[src/rtl/mem_write_monitor.sv]
// Data-memory write monitor: classifies each store into DATA/IMG/OTHER,
// counts events per region and queues records for a valid/ready consumer.
// Ports:
//   CLK, RST          clock, async active-low reset
//   enable_i, clear_i capture enable, synchronous clear
//   wr_en_i, wr_addr_i, wr_data_i, pc_i  observed store
//   rec_ready_i / rec_valid_o, rec_*     head-of-queue record handshake
//   *_cnt_o, overflow_o, cycle_o         statistics
module mem_write_monitor #(
  parameter int ADDR_W     = 32,
  parameter int DATA_W     = 32,
  parameter int DEPTH      = 16,
  parameter int IMG_BASE   = 262144,
  parameter int DATA_LIMIT = 4095,
  parameter int CAP_OTHER  = 0
) (
  input  logic              CLK,
  input  logic              RST,
  input  logic              enable_i,
  input  logic              clear_i,
  input  logic              wr_en_i,
  input  logic [ADDR_W-1:0] wr_addr_i,
  input  logic [DATA_W-1:0] wr_data_i,
  input  logic [31:0]       pc_i,
  input  logic              rec_ready_i,
  output logic              rec_valid_o,
  output logic [1:0]        rec_region_o,
  output logic [ADDR_W-1:0] rec_offset_o,
  output logic [DATA_W-1:0] rec_data_o,
  output logic [31:0]       rec_pc_o,
  output logic [31:0]       rec_ts_o,
  output logic [31:0]       data_cnt_o,
  output logic [31:0]       img_cnt_o,
  output logic [31:0]       other_cnt_o,
  output logic [31:0]       drop_cnt_o,
  output logic              overflow_o,
  output logic [31:0]       cycle_o
);

  localparam int PW = $clog2(DEPTH);
  localparam logic [1:0] R_DATA  = 2'd0;
  localparam logic [1:0] R_IMG   = 2'd1;
  localparam logic [1:0] R_OTHER = 2'd2;
  localparam logic [ADDR_W-1:0] IMG_A  = ADDR_W'(IMG_BASE);
  localparam logic [ADDR_W-1:0] DATA_A = ADDR_W'(DATA_LIMIT);

  typedef struct packed {
    logic [1:0]        region;
    logic [ADDR_W-1:0] offset;
    logic [DATA_W-1:0] data;
    logic [31:0]       pc;
    logic [31:0]       ts;
  } rec_t;

  rec_t              mem [DEPTH];
  rec_t              head;
  rec_t              new_rec;
  logic [PW:0]       wr_ptr;
  logic [PW:0]       rd_ptr;
  logic              empty;
  logic              full;
  logic              cap;
  logic              queueable;
  logic              pop;
  logic              push;
  logic              drop;
  logic [1:0]        region;
  logic [ADDR_W-1:0] offset;

  function automatic logic [31:0] sat_inc(input logic [31:0] v);
    return (v == 32'hFFFF_FFFF) ? v : v + 32'd1;
  endfunction

  // IMG wins when the two windows overlap.
  always_comb begin
    region = R_OTHER;
    offset = wr_addr_i;
    if (wr_addr_i >= IMG_A) begin
      region = R_IMG;
      offset = wr_addr_i - IMG_A;
    end else if (wr_addr_i <= DATA_A) begin
      region = R_DATA;
    end
  end

  // Pointers carry one extra bit so full and empty are distinct.
  assign empty = (wr_ptr == rd_ptr);
  assign full  = (wr_ptr[PW] != rd_ptr[PW]) &&
                 (wr_ptr[PW-1:0] == rd_ptr[PW-1:0]);

  assign cap       = wr_en_i & enable_i & ~clear_i;
  assign queueable = (region != R_OTHER) || (CAP_OTHER != 0);
  assign pop       = ~empty & rec_ready_i & ~clear_i;
  assign push      = cap & queueable & (~full | pop);
  assign drop      = cap & queueable & full & ~pop;

  assign new_rec = '{region: region, offset: offset,
                     data: wr_data_i, pc: pc_i, ts: cycle_o};

  // Storage needs no reset: only entries between the pointers are visible.
  always_ff @(posedge CLK) begin
    if (push) mem[wr_ptr[PW-1:0]] <= new_rec;
  end

  always_ff @(posedge CLK or negedge RST) begin
    if (!RST) begin
      wr_ptr      <= '0;
      rd_ptr      <= '0;
      data_cnt_o  <= '0;
      img_cnt_o   <= '0;
      other_cnt_o <= '0;
      drop_cnt_o  <= '0;
      overflow_o  <= 1'b0;
      cycle_o     <= '0;
    end else if (clear_i) begin
      wr_ptr      <= '0;
      rd_ptr      <= '0;
      data_cnt_o  <= '0;
      img_cnt_o   <= '0;
      other_cnt_o <= '0;
      drop_cnt_o  <= '0;
      overflow_o  <= 1'b0;
      cycle_o     <= '0;
    end else begin
      cycle_o <= cycle_o + 32'd1;
      if (pop)  rd_ptr <= rd_ptr + 1'b1;
      if (push) wr_ptr <= wr_ptr + 1'b1;
      if (cap) begin
        if (region == R_IMG)
          img_cnt_o <= sat_inc(img_cnt_o);
        else if (region == R_DATA)
          data_cnt_o <= sat_inc(data_cnt_o);
        else
          other_cnt_o <= sat_inc(other_cnt_o);
      end
      if (drop) begin
        drop_cnt_o <= sat_inc(drop_cnt_o);
        overflow_o <= 1'b1;
      end
    end
  end

  // Record fields read as zero whenever nothing is queued.
  assign head         = mem[rd_ptr[PW-1:0]];
  assign rec_valid_o  = ~empty;
  assign rec_region_o = empty ? '0 : head.region;
  assign rec_offset_o = empty ? '0 : head.offset;
  assign rec_data_o   = empty ? '0 : head.data;
  assign rec_pc_o     = empty ? '0 : head.pc;
  assign rec_ts_o     = empty ? '0 : head.ts;

endmodule

[config.mk]
export PLATFORM = sky130hd
export DESIGN_NAME = mem_write_monitor
export DESIGN_NICKNAME = d
export VERILOG_FILES = /design/src/rtl/mem_write_monitor.sv
export SDC_FILE = /design/constraint.sdc
export NUM_CORES = 2
export LEC_CHECK = 0
export ABC_AREA = 1
export BUFFER_PORTS_ARGS = -buffer_cell sky130_fd_sc_hd__buf_2
export CORE_UTILIZATION = 60
export DETAILED_ROUTE_END_ITERATION = 10
export GPL_ROUTABILITY_DRIVEN = 1
export PLACE_DENSITY = 0.8
export SYNTH_ARGS = -nofsm -noshare
export SYNTH_HDL_FRONTEND = slang
export SYNTH_SLANG_ARGS = --single-unit
[constraint.sdc]
create_clock -name CLK -period 10.9 [get_ports CLK]
set_clock_uncertainty 0.2 [all_clocks]
set_input_delay 1.635 -clock CLK [delete_from_list [all_inputs] [get_ports CLK]]
set_output_delay 1.635 -clock CLK [all_outputs]
set_load 0.03 [all_outputs]
# Yosys cells after proc, flatten, opt, wreduce, memory -nomap -nowiden
# Memories as Yosys holds them, arrays and structs flattened.
# Cells that the tools add are included.
# word_totals
ff_bits	171
in_bits	102
out_inout_bits	292
ramBits	2080
memories	1
elab_cells	93
# classes
n_lt_le_gt_ge	2
addsub	8
reduce_logical	12
bitwise	13
n_eq_ne	15
mux	34
# mem_list
memory	words	word_bits	rd	rd_ports_with_merged_regs	write_ports	line	source
mem	16	130	1	0	1	55	rec_t mem [DEPTH];
# ops
op	n
$mux 32	23
$add 32x1->32 const B	5
$eq 32x32->1 const B	4
$ge 32x19->1 const B	1
$le 32x12->1 const B	1
$sub 32x19->32 const B	1
$mux 5	4
$ne 2x2->1 const B	7
$reduce_bool 2->1	6
$add 5x1->5 const B	2
$and 1x1->1	8
$reduce_and 4->1	2
$mux 2	3
$eq 5x5->1	1
$eq 4x4->1	1
$mux 1	4
$not 1->1	4
$reduce_and 3->1	1
$eq 2x1->1 const B	1
$logic_not 2->1	1
$reduce_and 2->1	1
$logic_and 1x1->1	1
$ne 1x1->1	1
$or 1x1->1	1

# Logic depth before layout (Yosys ltp)
# depth
depth_word	9
mapped_depth	12
mapped_depth_nobuf	12

# Worst setup path before layout
# Ideal clock, no wire load.
# synth_path
path_type	input -> register
start	in wr_addr_i[18]
end	mem mem[0][0] in the netlist's numbering, enable pin
setup_ps	621
required_time_ps	10079
n_path_buf	0
stages	9
slack_ps	1985
t_arrival_ps	8095
cell_sequence	inv_1 > ha_1 > nand3_1 > nor3_2 > nand3_1 > nand3_1 > inv_1 > nand2_1 > nor2_1
# synth_between
elab_chain_len	8
elab_cells_between_ends	9
classes_between	2 x order compare; 1 x eq/ne; 4 x mux; 2 x bitwise
# synth_rtl
item	line	source
start: declaration	22	input logic [ADDR_W-1:0] wr_addr_i,
$le 32x12->1	81	end else if (wr_addr_i <= DATA_A) begin
$mux 2	81	
$mux 2 (*)	78	if (wr_addr_i >= IMG_A) begin
$ne 2x2->1 (*)	92	assign queueable = (region != R_OTHER) || (CAP_OTHER != 0);
$and 1x1->1 (*) (2 in series)	94	assign push = cap & queueable & (~full | pop);
$mux 1 (*)	102	if (push) mem[wr_ptr[PW-1:0]] <= new_rec;
$mux 1 (implied by the code) (*)	102	
end: declaration	55	
# Every way passes the cells marked *; elsewhere a longest branch is shown, timed or not.

# Worst setup path in the final report
# layout_path
start	reg rd_ptr[1]
end	out rec_pc_o[29]
# layout_between
elab_chain_len	2
elab_cells_between_ends	3
classes_between	1 x eq/ne; 1 x mux; 1 x memory
# layout_rtl
item	line	source
start: declaration	59	logic [PW:0] rd_ptr;
start signal: assignment	126	if (pop) rd_ptr <= rd_ptr + 1'b1;
$mem_v2 16x130 / $eq 5x5->1 (equally long branches)	-	
$mux 32 (*)	149	assign rec_pc_o = empty ? '0 : head.pc;
end: declaration	30	output logic [31:0] rec_pc_o,
# Marked as above.

==> flow_summary.ini <==
[layout]
final_cells = 9836
nets = 7744
utilization_pct = 67.7
layout_commonest_cell = edfxtp_1
fill_cells = 10142
drive_gt1_share_pct = 10.4
synthToLayoutAreaGrowth_pct = 11.4
final_cell_mix = edfxtp_1, nor2_1, o21ai_0

[detailed_routing]
drc = 0
ant_nets = 0
first_iter_violations = 8401
vias = 63259
wl_um = 245000
drt-pass1-iter-count = 6
wl_per_cell_um = 24.9
drt-vias-per-instance = 6.43

[logic_synthesis]
syn-cell-area_sq_um = 91500
yosysWarnings = 0
synth_cells = 7436
synthDistinctLibCells = 40
seq_area_frac_synth_pct = 73.0
ys_ff_latch = 2251
synth.avg_cell_area_sq_um = 12.3
synth.net_count = 7550

[pwr]
switching_share_pct = 24.1
power_frac_seq_pct = 52.1
ir_worst_vdd_mv = 0.181
p_per_area_nw_per_um2 = 178
leakage_nw = 34.8
power.internal_mw = 13.8
combPwrFrac_pct = 7.9
clkPwrFrac_pct = 40.0
power.switching_mw = 4.36

[outcome]
violations = capacitance limit
status = finished, violations left

[floorplanning]
ios = 394
fp.dieArea_sq_um = 154000
num_rows = 142
initial_core_util_pct = 60.8
die_w_um = 392
core-area_sq_um = 150000
dieHeight_um = 392

[cts]
cts_setup_buffers = 0
htree_levels = 4
tritoncts = built
post_cts_resized = 0
clk_latency_ns = 0.86
cts_root_buffer = clkbuf_16
path_clk_slew_ns = 0.06
clock_path_buffers = 3
cts_made_buffers = 212
clkSinkCount = 2251
hold_buffers = 0

[critical_path]
rr_startpoint = rd_ptr[1]$_DFFE_PN0P_
cp-end-kind = primary output
r2r_cells = 11
reg2reg_slack_ns = 5.39
cp_max_fo = 175
setup.worst_path.start = rd_ptr[1]$_DFFE_PN0P_
worstReg2RegEnd = mem[13][68]$_DFFE_PP_
cp-endpoint = rec_pc_o[29]
worstPathArrival_ns = 5.89
worstPathRequired_ns = 9.07
crit_type = reg2out
start_kind = flip-flop

[global_route]
grt_util_all_layers_pct = 31.5
antenna_found_initial = 30
grt.overflow.total = 0
grt_max_degree = 257
grt_pass1_wl_um = 365000
grt_pass1_vias = 61153

[sta]
slew-limit-headroom_pct = 1.48
fin_crit_ns = 7.72
setup_viol = 0
fmax_ghz = 0.129
maxSlewViolCount = 0
tns_ns = 0
worst_pin_slew_ns = 1.47
post-route-period-util_pct = 70.9
hold_viol = 0
rsz0062_at_grt = false
setup_ws_ns = 3.18

[min_path]
hold_depth = 2
hp-class = reg2reg

[placement]
dp_hpwl_um = 127000
gp_congestion = 0.912
pre_cts_slack_ns = 4.29
placedCellCount = 9432
port_buffers = 393

[flow_run]
cap_violations = 1
==> worst max-delay path: stages, from the launching register on <==
cell     delay, ns
dfrtp_4       0.85
buf_4         0.84
buf_12        0.66
buf_4         0.95
o21ai_0       0.29
o22ai_1       0.24
nand2_1       0.08
a31oi_1       0.58
buf_2         0.32
==> worst min-delay path by stage <==
| stage | slack (ns) | endpoint | startpoint |
|---|---|---|---|
| 3_3_place_gp | 0.28 | overflow_o$_DFFE_PN0P_ | overflow_o$_DFFE_PN0P_ |
| 6_report | 0.33 | overflow_o$_DFFE_PN0P_ | overflow_o$_DFFE_PN0P_ |
| 5_1_grt | 0.37 | overflow_o$_DFFE_PN0P_ | overflow_o$_DFFE_PN0P_ |
| 4_1_cts | 0.33 | overflow_o$_DFFE_PN0P_ | overflow_o$_DFFE_PN0P_ |
| 2_1_floorplan | 0.34 | wr_ptr[4]$_DFFE_PN0P_ | wr_ptr[4]$_DFFE_PN0P_ |
| 3_5_place_dp | 0.30 | overflow_o$_DFFE_PN0P_ | overflow_o$_DFFE_PN0P_ |
==> per-stage QoR <==
stage          cell area [sq um]  total power [mW]  hold slack, ns
2_1_floorplan              91500              10.5           0.336
3_3_place_gp               95000              11.0           0.283
3_5_place_dp               95000              11.0           0.301
4_1_cts                   102000              18.1           0.326
5_1_grt                   102000              18.6           0.374
6_report                  102000              18.1           0.331
==> per-layer routing <==
layer | routed length (um) | vias to the layer above | part of all wire, % | GRT usage, %
li1 | - | 27592 | - | -
met1 | 88600 | 30679 | 36 | 42.7
met2 | 115000 | 4344 | 47 | 49.6
met3 | 32100 | 618 | 13 | 7.62
met4 | 8620 | 26 | 3.5 | 12.2
met5 | 172 | - | 0.070 | 0
==> power groups by stage <==
stage	combinational (mW)	sequential, mW	clock, mW
3_3_place_gp	1.35	9.64	0
3_5_place_dp	1.39	9.64	0
6_report	1.43	9.46	7.25
5_1_grt	1.53	9.46	7.63
4_1_cts	1.40	9.46	7.28
2_1_floorplan	0.907	9.63	0
==> sequential cells by signal, indices dropped and copies added (netlist names) <==
register     cells
mem           2080
cycle_o         32
data_cnt_o      32
drop_cnt_o      32
img_cnt_o       32
other_cnt_o     32
rd_ptr           5
wr_ptr           5
overflow_o       1
==> cell usage after synthesis (all sizes together) <==
cell | n | area [sq um]
ha | 12 | 150
dfrtp | 171 | 4280
nor4 | 7 | 43.8
nand2 | 793 | 2990
o21bai | 1 | 18.8
o211ai | 135 | 1010
nand4 | 44 | 290
clkbuf | 388 | 1460
o21ai | 1074 | 5380
nand3 | 251 | 1260
xnor2 | 44 | 385
a211oi | 1 | 7.51
nor2 | 1396 | 5260
a21oi | 17 | 88.8
a2bb2oi | 1 | 8.76
nor3b | 1 | 7.51
o221ai | 126 | 1100
buf | 98 | 469
o31ai | 10 | 75.1
nand3b | 23 | 173
edfxtp | 2080 | 62500
or2 | 4 | 25.0
inv | 148 | 556
o22ai | 327 | 2050
nor3 | 64 | 325
a31oi | 130 | 813
xor2 | 89 | 780
and3 | 1 | 6.26
==> final cells by class <==
cell class                 count  area, sq um  share of cell area (%)
antenna                       12         30.0                  0.0295
clock buffer                 264         5560                    5.46
clock inverter               128         1300                    1.28
inverter                     148          586                   0.575
multi-input combinational   4551        22400                    22.0
sequential                  2251        66800                    65.5
tap                         2016         2520                    2.48
timing repair buffer         466         2710                    2.66
==> cell families after synthesis <==
kind of cell	count (synthesis)	share of synthesized area [%]
buffers and inverters	634	2.71
and+or+nand+nor	2584	11.3
DFF	2251	73.0
AOI/OAI and AO/OA	1822	11.5
xor gates and xnor gates	133	1.27
adders and majority gates	12	0.164
Power figures use the tool's default switching activity.
